[src/rtl/conv1_line_buf_pkg.sv]
// conv1_line_buf_pkg
//   Shared geometry for the conv1 window producer and its line FIFOs.
//   IMG_W/IMG_H  image size in pixels
//   K            window size (tap ports fixed at 25, so K is 5)
//   DATA_W       signed pixel width
//   COL_W/ROW_W  counter widths
package conv1_line_buf_pkg;
    localparam int IMG_W  = 28;
    localparam int IMG_H  = 28;
    localparam int K      = 5;
    localparam int DATA_W = 8;
    localparam int N_TAPS = K * K;
    localparam int COL_W  = $clog2(IMG_W);
    localparam int ROW_W  = $clog2(IMG_H);
endpackage

[src/rtl/conv1_line_buf_fifo.sv]
// conv1_line_fifo
//   IMG_W-deep shift chain that delays the accepted pixel stream by exactly one row.
//   Storage is intentionally not reset.
//   clk   in   clock, rising edge
//   en    in   shift enable (pixel accepted)
//   din   in   pixel entering the chain
//   dout  out  pixel accepted IMG_W enables earlier
module conv1_line_fifo
    import conv1_line_buf_pkg::*;
(
    input  logic              clk,
    input  logic              en,
    input  logic [DATA_W-1:0] din,
    output logic [DATA_W-1:0] dout
);
    logic [DATA_W-1:0] mem_q [IMG_W];
    logic [DATA_W-1:0] mem_d [IMG_W];

    always_comb begin
        mem_d = mem_q;
        if (en) begin
            mem_d[0] = din;
            for (int i = 1; i < IMG_W; i++) begin
                mem_d[i] = mem_q[i-1];
            end
        end
    end

    always_ff @(posedge clk) begin
        mem_q <= mem_d;
    end

    assign dout = mem_q[IMG_W-1];
endmodule

[src/rtl/conv1_line_buf.sv]
// conv1_line_buf
//   Builds a sliding 5x5 window from a raster-scan pixel stream and strobes each
//   valid window position to conv1_calc.
//   clk             in   clock, rising edge
//   rst             in   asynchronous active-high reset
//   valid_in        in   data_in is accepted this cycle
//   data_in         in   signed pixel, raster order
//   data_out_0..24  out  window taps, index r*5+c, row/col 0 oldest
//   valid_out_buf   out  one-cycle strobe: taps form a valid window
//   frame_done      out  one-cycle strobe with the last window of a frame
module conv1_line_buf
    import conv1_line_buf_pkg::*;
(
    input  logic              clk,
    input  logic              rst,
    input  logic              valid_in,
    input  logic [DATA_W-1:0] data_in,
    output logic [DATA_W-1:0] data_out_0,  data_out_1,  data_out_2,  data_out_3,  data_out_4,
    output logic [DATA_W-1:0] data_out_5,  data_out_6,  data_out_7,  data_out_8,  data_out_9,
    output logic [DATA_W-1:0] data_out_10, data_out_11, data_out_12, data_out_13, data_out_14,
    output logic [DATA_W-1:0] data_out_15, data_out_16, data_out_17, data_out_18, data_out_19,
    output logic [DATA_W-1:0] data_out_20, data_out_21, data_out_22, data_out_23, data_out_24,
    output logic              valid_out_buf,
    output logic              frame_done
);
    logic [COL_W-1:0]  col_q, col_d;
    logic [ROW_W-1:0]  row_q, row_d;
    logic              valid_q, valid_d;
    logic              done_q, done_d;
    logic [DATA_W-1:0] win_q [N_TAPS];
    logic [DATA_W-1:0] win_d [N_TAPS];
    logic [DATA_W-1:0] line_in  [K-1];
    logic [DATA_W-1:0] line_out [K-1];

    // line k feeds line k+1, so line k delays by k+1 rows
    for (genvar g = 0; g < K - 1; g++) begin : g_line
        assign line_in[g] = (g == 0) ? data_in : line_out[g-1];
        conv1_line_fifo u_fifo (
            .clk  (clk),
            .en   (valid_in),
            .din  (line_in[g]),
            .dout (line_out[g])
        );
    end

    logic col_last, row_last;
    assign col_last = (col_q == COL_W'(IMG_W - 1));
    assign row_last = (row_q == ROW_W'(IMG_H - 1));

    always_comb begin
        col_d   = col_q;
        row_d   = row_q;
        win_d   = win_q;
        valid_d = 1'b0;
        done_d  = 1'b0;
        if (valid_in) begin
            col_d = col_last ? '0 : col_q + 1'b1;
            if (col_last) begin
                row_d = row_last ? '0 : row_q + 1'b1;
            end
            for (int r = 0; r < K; r++) begin
                for (int c = 0; c < K - 1; c++) begin
                    win_d[r*K+c] = win_q[r*K+c+1];
                end
            end
            // newest column: bottom row is the live pixel, oldest row comes from line 3
            win_d[4*K+4] = data_in;
            win_d[3*K+4] = line_out[0];
            win_d[2*K+4] = line_out[1];
            win_d[1*K+4] = line_out[2];
            win_d[0*K+4] = line_out[3];
            valid_d = (row_q >= ROW_W'(K - 1)) && (col_q >= COL_W'(K - 1));
            done_d  = row_last && col_last;
        end
    end

    always_ff @(posedge clk or posedge rst) begin
        if (rst) begin
            col_q   <= '0;
            row_q   <= '0;
            valid_q <= 1'b0;
            done_q  <= 1'b0;
            for (int i = 0; i < N_TAPS; i++) begin
                win_q[i] <= '0;
            end
        end else begin
            col_q   <= col_d;
            row_q   <= row_d;
            valid_q <= valid_d;
            done_q  <= done_d;
            win_q   <= win_d;
        end
    end

    assign valid_out_buf = valid_q;
    assign frame_done    = done_q;

    assign data_out_0  = win_q[0];
    assign data_out_1  = win_q[1];
    assign data_out_2  = win_q[2];
    assign data_out_3  = win_q[3];
    assign data_out_4  = win_q[4];
    assign data_out_5  = win_q[5];
    assign data_out_6  = win_q[6];
    assign data_out_7  = win_q[7];
    assign data_out_8  = win_q[8];
    assign data_out_9  = win_q[9];
    assign data_out_10 = win_q[10];
    assign data_out_11 = win_q[11];
    assign data_out_12 = win_q[12];
    assign data_out_13 = win_q[13];
    assign data_out_14 = win_q[14];
    assign data_out_15 = win_q[15];
    assign data_out_16 = win_q[16];
    assign data_out_17 = win_q[17];
    assign data_out_18 = win_q[18];
    assign data_out_19 = win_q[19];
    assign data_out_20 = win_q[20];
    assign data_out_21 = win_q[21];
    assign data_out_22 = win_q[22];
    assign data_out_23 = win_q[23];
    assign data_out_24 = win_q[24];
endmodule

[config.mk]
export PLATFORM = sky130hd
export DESIGN_NAME = conv1_line_buf
export DESIGN_NICKNAME = d
export VERILOG_FILES = /design/src/rtl/conv1_line_buf_pkg.sv /design/src/rtl/conv1_line_buf_fifo.sv /design/src/rtl/conv1_line_buf.sv
export SDC_FILE = /design/constraint.sdc
export NUM_CORES = 1
export LEC_CHECK = 0
export CAP_MARGIN = 20
export CORE_UTILIZATION = 50
export CTS_CLUSTER_DIAMETER = 150
export DETAILED_ROUTE_END_ITERATION = 7
export PLACE_DENSITY = 0.69
export SLEW_MARGIN = 10
export SYNTH_ARGS = -nofsm -noshare
export SYNTH_HDL_FRONTEND = slang
export SYNTH_HIERARCHICAL = 1
export SYNTH_SLANG_ARGS = --single-unit
[constraint.sdc]
create_clock -name clk -period 16.84 [get_ports clk]
set_input_delay 4.21 -clock clk [delete_from_list [all_inputs] [get_ports clk]]
set_output_delay 4.21 -clock clk [all_outputs]
set_load 0.005 [all_outputs]
==> run metrics, run 1 <==
Net Sw Power=0.001225 W; #FFs+latches synth=1108; run status=finished, final reports clean; max-cap violations=0; largest net degree at the start of global routing=201; post-CTS setup buffers=0; DP Worst Slack=8.983 ns; clk_lat worst skew=0.66 ns; RePlAce Congestion=0.7227; fmax=0.1418 GHz; max reg flops=864; switching portion of total power=20.54%; Port Buffer Count=212; clock root cell=clkbuf_16; RSZ-0062 raised after global routing=no; share of cells above drive strength 1=20.73%; Core Rows=96; dpl hpwl=22530 um; clock skew=0.02182 ns; CP Data Required Time=17.36 ns; post-cts hold buffer count=0; initial antenna violation count=1; Hold Path Cell Cnt=0; Logic pwr share=6.6%; Worst Tran Pin Value=1.103 ns; Synthesis Warnings=6; register clock-pin slew on the reported worst setup and hold paths=0.06 ns; WL final=45370 um; critical path fanouts, max=112; TNS Setup=0 ns; synth unique cells=27; Initial DRT Pass Iterations=4; critical path class=input port to register; PwrDens=143.5 mW/mm^2; Antenna diodes=0; Area contributors post-synth=edfxtp_1 76%, dfrtp_1 15%, mux2_2 6.4%; relative slew slack=26.45%; largest area contributor in the netlist=edfxtp_1; final setup violation count=0; Tmin final=7.051 ns; worst r2r dst=row_q[0]$_DFFE_PP0P_; Worst Hold End=g_line[1].u_fifo/mem_q[124]$_DFFE_PP_; core area=0.06907 sq mm; leakage power=14.76 nW; cell count after synthesis=1410; Max clock buf depth=3; mapped cell area=0.03518 sq mm; final setup margin=9.789 ns; fin nets=1700; detailed-route via count=13.16k; H-tree depth=3; Hold Vio Cnt, Final=0; Avg Inst Size Synth=24.95 sq um; chip height=267.3 um; Worst R2R Start=col_q[0]$_DFFE_PP0P_; Flop pwr share=55.8%; flop-to-flop setup slack=15.29 ns; IO Count=213; kind of end point of the critical path=register; Net Count, Synth=1425; CTS sink cnt=1108; peak supply drop=0.1026 mV; DR vias/cell=4.864; number of global-route vias before repair=13.17k; Arr. time, crit path=7.57 ns; Worst Hold Launch=g_line[1].u_fifo/mem_q[132]$_DFFE_PP_; die width=267.3 um; CTS Buf Count=104; GRT overflow=0; DIE AREA=0.07143 sq mm; most flop-heavy register=g_line.u_fifo/mem_q; clock power share=37.5%; first-pass GRT wire length=73010 um; Syn-to-layout area delta=18.11%; startpoint types=input port; R2R depth=4; worst min path class=register to register; Avg WL per Cell=16.77 um; DRC violations left=0; sequential area share after synthesis=91.55%; Yosys top cell area share=76.47%; All-Layer GR Usage=12.96%; Max Slew Vio Count=0; Iteration-0 DRC Markers=997; Final ANT Viol Nets=0; Int Pwr=0.004739 W; Initial Utilization=50.94%; fin crit share=41.87%; CTS tree=built; Resized Gates After CTS=0
-- kinds of logic (layout without fill, tap and decap cells) --
family,after synthesis,after routing,synth area share [%]
adder cells (fa/ha/maj),4,4,0.1423
flip-flops,1108,1108,91.55
buffers and inverters,62,427,1.202
multiplexers,204,204,6.540
AND/OR/NAND/NOR,23,23,0.3876
AO/OA/AOI/OAI,9,9,0.1743
-- synthesized netlist by cell type (all sizes together) --
library cell  instances
nand3                 2
nor3                  2
buf                  56
nand4                 1
ha                    4
dfrtp               212
a21o                  1
o211ai                1
o31ai                 1
nor2b                 4
o22ai                 1
and4b                 2
a22o                  2
and2                  1
inv                   6
edfxtp              896
nand4b                1
mux2                204
and3                  4
nand2                 2
o21ai                 3
nor2                  4
-- cell type report --
cell class,count,area [sq um]
clock inverter,54,461.7
multi-input combinational,240,2549
timing repair buffer,225,2270
tap,931,1165
inverter,6,30.03
sequential,1108,32210
clock buffer,142,2869
fill,4783,27510
-- worst max-delay path, stage by stage --
cell	delay [ns]
buf_8	0.55
buf_4	0.62
buf_4	0.74
buf_4	0.57
buf_16	0.30
mux2_2	0.38
-- power groups by stage --
| stage | Combinational (W) | Sequential, W | Clock, W |
|---|---|---|---|
| detailed placement | 0.000401 | 0.00339 | 0 |
| global route | 0.000431 | 0.00336 | 0.00242 |
| global placement | 0.000390 | 0.00338 | 0 |
| floorplan | 0.000136 | 0.00335 | 0 |
| CTS | 0.000404 | 0.00334 | 0.00232 |
| finish | 0.000397 | 0.00333 | 0.00224 |
-- worst max path at each step --
stage,startpoint,endpoint,slack [ns],cells after the start
2_1_floorplan,rst,col_q[0]$_DFFE_PP0P_,6.84,1
3_3_place_gp,valid_in,data_out_0[3]$_DFFE_PP0P_,9.17,5
3_5_place_dp,valid_in,data_out_2[2]$_DFFE_PP0P_,8.98,5
4_1_cts,valid_in,data_out_5[3]$_DFFE_PP0P_,9.71,5
5_1_grt,valid_in,data_out_0[5]$_DFFE_PP0P_,9.60,6
6_report,valid_in,data_out_0[5]$_DFFE_PP0P_,9.79,6
-- layout by cell type, fill, tap and decap left out, types with 3 or more instances in the layout --
cell	instances
clkbuf_1	29
inv_6	4
dfrtp_1	212
clkinv_1	17
nor2b_1	4
nor2_1	4
edfxtp_1	896
and3_1	4
clkbuf_16	107
clkinv_8	3
ha_1	4
buf_4	10
inv_1	5
mux2_2	201
clkinv_2	14
clkbuf_8	6
clkinvlp_4	9
bufinv_16	5
clkdlybuf4s50_1	211
-- layer usage --
metal  share of wire (%)  GRT usage, %  up-vias
met4                 2.4         4.505        0
met3                 6.2         4.082       94
li1                    -             -     6021
met2                  43         17.73      271
met5                   0             0        -
met1                  49         19.65     6775
-- stage by stage --
stage                     utilization, %  hold WS, ns  power [W]  area (sq um)  instances
after CTS                          60.13       0.4095   0.006057         41530       2705
after global placement             55.30       0.4009   0.003768         38200       2509
after floorplan                        -       0.4003   0.003489         35180       1410
after detailed placement           55.30       0.4045   0.003787         38200       2509
after global routing               60.17       0.4151   0.006213         41550       2706
final                              60.17       0.4043   0.005964         41550       2706
Power figures use the tool's default switching activity.
==> run 2, diff against run 1 <==
==> constraint.sdc (replaced) <==
create_clock -name clk -period 6.65 [get_ports clk]
set_input_delay 1.6625 -clock clk [delete_from_list [all_inputs] [get_ports clk]]
set_output_delay 1.6625 -clock clk [all_outputs]
set_load 0.005 [all_outputs]
==> run metrics, run 2 (same netlist as run 1, synthesis figures left out) <==
max-cap violations=0 (unchanged); clock root cell=clkbuf_16; startpoint types=register; Initial Utilization=50.94% (unchanged); register clock-pin slew on the reported worst setup and hold paths=0.06 ns (about the same); die width=267.3 um (unchanged); All-Layer GR Usage=13.00% (+0.040 points); run status=finished, final reports clean; RSZ-0062 raised after global routing=no; fin crit share=50.51%; PwrDens=363.4 mW/mm^2 (+150%); global route hottest layer=met1; Worst path slowest cell=clkdlybuf4s50_1; IO Count=213 (unchanged); critical path class=register to output port; critical path fanouts, max=3 (-97%); hold_ws=0.3922 ns (-0.01212 ns); CTS sink cnt=1108 (unchanged); GRT overflow=0 (unchanged); WL final=45820 um (+1.0%); Port Buffer Count=212 (unchanged); max reg flops=864 (unchanged); clk_lat worst skew=0.66 ns (about the same); met2 Use GR=18.40% (+0.67 points); grt met1 use=19.41% (-0.24 points); first-pass GRT wire length=73480 um (+0.64%); largest net degree at the start of global routing=146 (-27%); initial antenna violation count=0 (-1); CP Data Required Time=4.99 ns (-12.37 ns); Resized Gates After CTS=0 (unchanged); DR vias/cell=4.878 (+0.30%); Max Slew Vio Count=0 (unchanged); H-tree depth=3 (unchanged); Hold Vio Cnt, Final=0 (unchanged); worst min path class=register to register; Worst Setup EP=data_out_12[4]; Int Pwr=0.01202 W (+150%); clock skew=0.02976 ns (+0.007939 ns); detailed-route via count=13.20k (+0.26%); Flop pwr share=55.7% (about the same); number of global-route vias before repair=13.35k (+1.4%); most frequent cells in the layout=896 x edfxtp_1, 212 x dfrtp_1, 211 x clkdlybuf4s50_1; relative slew slack=44.34% (+18 points); DRC violations left=0 (unchanged); TNS Setup=0 ns (unchanged); dpl hpwl=22630 um (+0.43%); kind of end point of the critical path=output port; switching portion of total power=20.60% (+0.062 points); Iteration-0 DRC Markers=977 (-2.0%); DIE AREA=0.07143 sq mm (unchanged); chip height=267.3 um (unchanged); fin nets=1703 (+0.18%); most flop-heavy register=g_line.u_fifo/mem_q; share of cells above drive strength 1=20.80% (+0.068 points); stages on the worst setup path=1 (-5); CTS Buf Count=102 (-1.9%); Avg WL per Cell=16.94 um (+1.0%); core area=0.06907 sq mm (unchanged); final setup violation count=0 (unchanged); fillers=4723 (-1.3%); Final ANT Viol Nets=0 (unchanged); R2R depth=4 (unchanged); Antenna diodes=0 (unchanged); CTS tree=built; flop-to-flop setup slack=5.11 ns (-10.18 ns); fmax=0.2977 GHz; CP top delay family=buffers and inverters; peak supply drop=0.2011 mV (+96%); worst r2r dst=row_q[0]$_DFFE_PP0P_; Arr. time, crit path=1.70 ns (-5.87 ns); Initial DRT Pass Iterations=4 (unchanged); clock power share=37.7% (+0.2 points); most common cell after layout, fill and taps aside=edfxtp_1; CP cell instances=clkdlybuf4s50_1; Tmin final=3.359 ns; Worst Tran Pin Value=0.8349 ns (-0.2684 ns); leakage power=14.81 nW (+0.39%); Buf/Inv on CP=1 (-4); crit path from=data_out_12[4]$_DFFE_PP0P_; Core Rows=96 (unchanged); post-cts hold buffer count=0 (unchanged); Max clock buf depth=3 (unchanged); Worst R2R Start=col_q[0]$_DFFE_PP0P_; Syn-to-layout area delta=18.37%; GR Util met3=3.512% (-0.57 points); CP max stage delay=0.56 ns (-0.18 ns); post-CTS setup buffers=0 (unchanged); RePlAce Congestion=0.6981 (-3.4%); Net Sw Power=0.003118 W (+150%); Logic pwr share=6.7% (about the same)
run 2: area by class of cell:
cell class	count	area (sq um)	area share, %
Sequential cell	1108	32210	77.34
Clock buffer	140	2806	6.739
Multi-Input combinational cell	240	2549	6.120
Timing Repair Buffer	230	2362	5.672
Tap cell	931	1165	2.797
Clock inverter	50	526.8	1.265
Inverter	6	26.28	0.06309
run 2: how the worst min path moves through the flow:
stage | from | to | slack (ns) | cells after the start
2_1_floorplan | g_line[0].u_fifo/mem_q[8]$_DFFE_PP_ | g_line[0].u_fifo/dout[0]$_DFFE_PP_ | 0.40 | 0
3_3_place_gp | g_line[1].u_fifo/mem_q[212]$_DFFE_PP_ | g_line[1].u_fifo/mem_q[204]$_DFFE_PP_ | 0.40 | 0
3_5_place_dp | g_line[0].u_fifo/mem_q[140]$_DFFE_PP_ | g_line[0].u_fifo/mem_q[132]$_DFFE_PP_ | 0.40 | 0
4_1_cts | g_line[1].u_fifo/mem_q[119]$_DFFE_PP_ | g_line[1].u_fifo/mem_q[111]$_DFFE_PP_ | 0.40 | 0
5_1_grt | g_line[0].u_fifo/mem_q[55]$_DFFE_PP_ | g_line[0].u_fifo/mem_q[47]$_DFFE_PP_ | 0.40 | 0
6_report | g_line[0].u_fifo/mem_q[55]$_DFFE_PP_ | g_line[0].u_fifo/mem_q[47]$_DFFE_PP_ | 0.39 | 0
run 2: metal layers:
layer  wire (um)  vias to the layer above  share of wire, %
met2       20340                      300                44
met5           0                        -                 0
met4         985                        0               2.1
met1       21840                     6820                48
li1            -                     5999                 -
met3        2664                       76               5.8
run 2: through the flow:
step	instances	total power [W]	utilization (%)	setup WS (ns)	area, sq um
2_1_floorplan	1410	0.008835	-	2.231	35190
3_3_place_gp	2515	0.009531	55.47	3.111	38310
3_5_place_dp	2515	0.009589	55.47	3.073	38310
4_1_cts	2705	0.01538	60.30	3.192	41650
5_1_grt	2705	0.01574	60.30	3.222	41650
6_report	2705	0.01514	60.30	3.291	41650
run 2: power groups by stage:
stage / Sequential [W] / Combinational, W / Clock (W)
floorplan: 0.00849 / 0.000344 / 0
global placement: 0.00854 / 0.000990 / 0
detailed placement: 0.00857 / 0.00102 / 0
CTS: 0.00844 / 0.00103 / 0.00591
global route: 0.00850 / 0.00109 / 0.00615
finish: 0.00843 / 0.00101 / 0.00570
